$ cat config.mk
export PLATFORM = sky130hd
export DESIGN_NAME = alu
export DESIGN_NICKNAME = d
export VERILOG_FILES = /design/src/rtl/alu_pkg.sv /design/src/rtl/alu_shifter.sv /design/src/rtl/alu.sv
export SDC_FILE = /design/constraint.sdc
export NUM_CORES = 1
export LEC_CHECK = 0
export CORE_MARGIN = 2
export CORE_UTILIZATION = 40
export DETAILED_ROUTE_END_ITERATION = 8
export MAX_ROUTING_LAYER = met4
export PLACE_DENSITY = 0.73
export SETUP_SLACK_MARGIN = 0.05
export SYNTH_ARGS = -nofsm -noshare
export SYNTH_HDL_FRONTEND = slang
export SYNTH_SLANG_ARGS = --single-unit
$ cat constraint.sdc
create_clock -name clk -period 3.85 [get_ports clk]
set_input_delay 0.77 -clock clk [delete_from_list [all_inputs] [get_ports clk]]
set_output_delay 0.77 -clock clk [all_outputs]
set_load 0.05 [all_outputs]
$ cat src/rtl/alu_pkg.sv
// alu_pkg: opcode encodings and the status flag layout shared by the ALU files
package alu_pkg;
    localparam logic [5:0] OP_ADD = 6'b100000;
    localparam logic [5:0] OP_SUB = 6'b100010;
    localparam logic [5:0] OP_AND = 6'b100100;
    localparam logic [5:0] OP_OR  = 6'b100101;
    localparam logic [5:0] OP_XOR = 6'b100110;
    localparam logic [5:0] OP_NOR = 6'b100111;
    localparam logic [5:0] OP_SRA = 6'b000011;
    localparam logic [5:0] OP_SRL = 6'b000010;
    typedef struct packed {
        logic zero;
        logic negative;
        logic carry;
        logic overflow;
        logic op_err;
    } flags_t;
endpackage

$ cat src/rtl/alu_shifter.sv
// alu_shifter: logical and arithmetic right shifts by the full unsigned amount
module alu_shifter #(
    parameter int N_BITS = 8
) (
    input  logic [N_BITS-1:0] d,
    input  logic [N_BITS-1:0] sh,
    output logic [N_BITS-1:0] srl,
    output logic [N_BITS-1:0] sra
);
    localparam logic [N_BITS-1:0] lim = N_BITS'(N_BITS);
    logic big;
    always_comb begin
        big = sh >= lim;
        srl = big ? '0 : d >> sh;
        sra = big ? {N_BITS{d[N_BITS-1]}} : N_BITS'($signed(d) >>> sh);
    end
endmodule

$ cat src/rtl/alu.sv
// alu: combinational N_BITS-wide ALU with a registered condition-flag status register
module alu
    import alu_pkg::*;
#(
    parameter int N_BITS = 8
) (
    input  logic              clk,
    input  logic              rst,
    input  logic [N_BITS-1:0] d0,
    input  logic [N_BITS-1:0] d1,
    input  logic [5:0]        opcode,
    output logic [N_BITS-1:0] out,
    output logic              zero,
    output logic              negative,
    output logic              carry,
    output logic              overflow,
    output logic              op_err
);
    localparam int M = N_BITS - 1;
    logic [N_BITS:0]   sum, diff;
    logic [N_BITS-1:0] srl, sra;
    flags_t            nxt, flg;

    alu_shifter #(.N_BITS(N_BITS)) u_shifter (
        .d   (d0),
        .sh  (d1),
        .srl (srl),
        .sra (sra)
    );

    // the extra top bit of diff is the unsigned borrow
    assign sum  = {1'b0, d0} + {1'b0, d1};
    assign diff = {1'b0, d0} - {1'b0, d1};

    always_comb begin
        out          = '0;
        nxt.carry    = 1'b0;
        nxt.overflow = 1'b0;
        nxt.op_err   = 1'b0;
        case (opcode)
            OP_ADD: begin
                out          = sum[M:0];
                nxt.carry    = sum[N_BITS];
                nxt.overflow = (d0[M] == d1[M]) && (sum[M] != d0[M]);
            end
            OP_SUB: begin
                out          = diff[M:0];
                nxt.carry    = diff[N_BITS];
                nxt.overflow = (d0[M] != d1[M]) && (diff[M] != d0[M]);
            end
            OP_AND:  out = d0 & d1;
            OP_OR:   out = d0 | d1;
            OP_XOR:  out = d0 ^ d1;
            OP_NOR:  out = ~(d0 | d1);
            OP_SRA:  out = sra;
            OP_SRL:  out = srl;
            default: nxt.op_err = 1'b1;
        endcase
        nxt.zero     = out == '0;
        nxt.negative = out[M];
    end

    always_ff @(posedge clk or posedge rst) begin
        if (rst) flg <= '0;
        else     flg <= nxt;
    end

    assign zero     = flg.zero;
    assign negative = flg.negative;
    assign carry    = flg.carry;
    assign overflow = flg.overflow;
    assign op_err   = flg.op_err;
endmodule

==> results.toml <==
[cts]
root_buffer = "clkbuf_8"
htreeDepth = 1
cts.sink_count = 5
cts.clk_slew.worst_paths_ns = 0.04
cts_buffers = 3
cts_tree = "built"
clk_path_buf_depth = 2

[synthesis]
synth_edf_count = 0
ys_seq_area_share_pct = 6.52
yosys.area_share.simple_pct = 20.4
synth_fa_ha_area_share_pct = 18.4
yosysUniqueCellTypes = 56
netlist.area_leader.share_pct = 16.3
yosysTopAreaCell = "ha_1"
synth_cells = 254
synth_area_um2 = 1920
synth_compound_area_share_pct = 28.1
synth_xor_xnor_area_share_pct = 7.76
synthArstFlopShare_pct = 100
synthesis.nets = 305
synth_top_family_by_area = "compound AO/OA/AOI/OAI gates"
yosysWarnings = 0
syn_avg_cell_area_um2 = 7.55
ys_top_cells_by_area = "ha_1 16%, dfrtp_1 6.5%, mux2i_1 5.2%"
synth_top_flop_cell = "dfrtp_1"
ys_seq_elements = 5
muxShareOfSynthArea_pct = 9.92

[critical_path]
cp_data_required_time_ns = 3.94
arrival_ns = 3.84
cp_slowest_stage_delay_ns = 0.39
cp_max_fo = 2
path_cells = "dlygate4sd2_1 > inv_2 > buf_4 > fa_2 > or3_4 > a31oi_4 > o21bai_2 > buf_4 > buf_4 > buf_4 > buf_4 > buf_4 > buf_4 > buf_4 > buf_4 > buf_4 > a21oi_2 > o21bai_1 > a31oi_1 > nor2_1"
cpMostUsedCell = "buf_4"
cp_slowest_cell = "fa_2"
startpoint_type = "input port"
endpoint_kind = "register"
criticalPathCategory = "in2reg"

[cells_and_area]
final_nets = 402
drive_above_1_share_pct = 34.3
syn2layout_area_growth_pct = 60.2
finalNonFillerCells = 404
fill_cells = 390
n_antenna_cell = 0
fin_util_pct = 65.9

[route]
routedWlPerCell_um = 17.8
dr.pass1.iters = 5
drt-initial-drc-count = 283
avgViaCountPerCell = 5.93
vias = 2394
drc_errors = 0
ant_nets = 0
wl_um = 7200

[sta]
min_period_ns = 3.75
rsz0062_at_grt = "true"
setup_viol = 0
fmaxAchievable_ghz = 0.266
hold_viol = 0
slew_violations = 0
slew_headroom_pct = 66.4
worstMarginPinSlew_ns = 0.500
period_share_pct = 97.5

[flow_run]
maxCapViolations = 0

[placed_design]
dp.cells = 381
gp_congestion = 0.927
place_hpwl_um = 5350
io_buffers = 36

[global_routing]
grt_overflow = 0
grt_pass1_wl_um = 11200
grt_max_degree = 19
antenna_found_initial = 0
grt_pass1_vias = 2299
groute.usage.overall_pct = 27.3

[pwr]
power.density_nw_per_um2 = 171
ir_drop_mv = 0.108
p_leak_nw = 1.50

[status]
status = "complete, no violations"

[floorplan]
core_area_um2 = 4660
die_x_um = 73.2
start_util_pct = 41.2
dieArea_um2 = 5360
die_h_um = 73.2
pin_count = 37
num_rows = 25

[worst_hold_path]
hold_class = "in2async"
-- final cells by class --
type                            count  area (um^2)  share of cell area (%)
Multi-Input combinational cell    208         1760                    57.2
Timing Repair Buffer              108          981                    31.9
Sequential cell                     5          125                    4.07
Inverter                           25         95.1                    3.09
Tap cell                           54         67.6                    2.20
Clock buffer                        4         45.0                    1.47
-- stage by stage --
step           power, mW  setup slack (ns)  hold slack, ns  TNS [ns]  instance area (um^2)
6_report           0.525            0.0963           0.743         0                  3070
4_1_cts            0.500            0.0318           0.747         0                  2930
3_3_place_gp       0.372            -0.163           0.978    -0.505                  2730
3_5_place_dp       0.377            -0.233           0.982    -0.703                  2730
2_1_floorplan      0.238            0.0774           0.549         0                  1920
5_1_grt            0.558            0.0258           0.771         0                  3070
-- power by group --
part | leakage (nW) | internal (mW) | total (mW) | switching (mW)
sequential | 0.0619 | 0.0561 | 0.0568 | 0.000670
combinational | 1.41 | 0.181 | 0.371 | 0.190
clock | 0.0228 | 0.0711 | 0.0971 | 0.0260
-- critical path: cells and delay by family --
kind	cells	cell delay [ns]
compound gates	5	0.69
fa+ha+maj	1	0.39
buf+inv	12	1.57
simple gates	2	0.42
-- layout by cell type, fill, tap and decap left out, types with 4 or more instances in the layout --
cell             instances
dfrtp_1                  5
nor2_1                  18
clkdlybuf4s50_1         16
a211oi_1                 5
o211ai_1                 5
buf_12                   5
mux2i_1                 10
or3_1                    5
ha_1                    20
a21o_1                   6
ha_4                     5
inv_1                   16
mux2_2                   4
o21ai_0                  9
xnor2_1                 11
inv_2                    7
nor3_1                   7
xor2_1                   6
a21oi_1                 10
buf_4                   69
a31oi_1                  5
nand2_1                 15
and3_1                   4
buf_6                    4
dlymetal6s2s_1           6
dlygate4sd2_1            6
-- worst paths after layout --
check,slack [ns],endpoint,cells past startpoint,start
worst max-delay path,0.1,carry,20,d0[1]
worst min-delay path,0.74,op_err,2,rst
max in group asynchronous,2.94,carry,2,rst
min in group clk,1.24,op_err,3,opcode[4]
-- cell usage after synthesis, types with 8 or more instances --
cell and number:
mux2i_1 10, nand2_1 15, xnor2_1 11, o21ai_0 11, ha_1 25, a21oi_1 11, nor2_1 18, nor3_1 8
inv_1 23
-- layer usage --
metal | track usage, % | vias up | share of wire [%]
li1 | - | 1130 | -
met1 | 35.2 | 1105 | 42
met2 | 44.9 | 139 | 48
met3 | 3.04 | 20 | 7.6
met4 | 7.82 | 0 | 2.3
met5 | - | - | 0
-- cells by family after synthesis --
family | Yosys count
adder cells (fa/ha/maj) | 27
AO/OA/AOI/OAI | 76
AND/OR/NAND/NOR | 72
multiplexers | 16
buffers and inverters | 41
flip-flops | 5
XOR/XNOR | 17
-- flip-flops by register name, indices dropped and copies added (netlist names) --
| name | cells |
|---|---|
| overflow | 1 |
| op_err | 1 |
| negative | 1 |
| zero | 1 |
| carry | 1 |
-- timing repair --
| item | 4_1_cts | 5_1_grt |
|---|---|---|
| pin swaps | 9 | 14 |
| resized for setup | 20 | 27 |
| setup endpoints to repair | 4 | 9 |
| hold buffers | 0 | 0 |
| setup buffers | 14 | 5 |
Power figures use the tool's default switching activity.
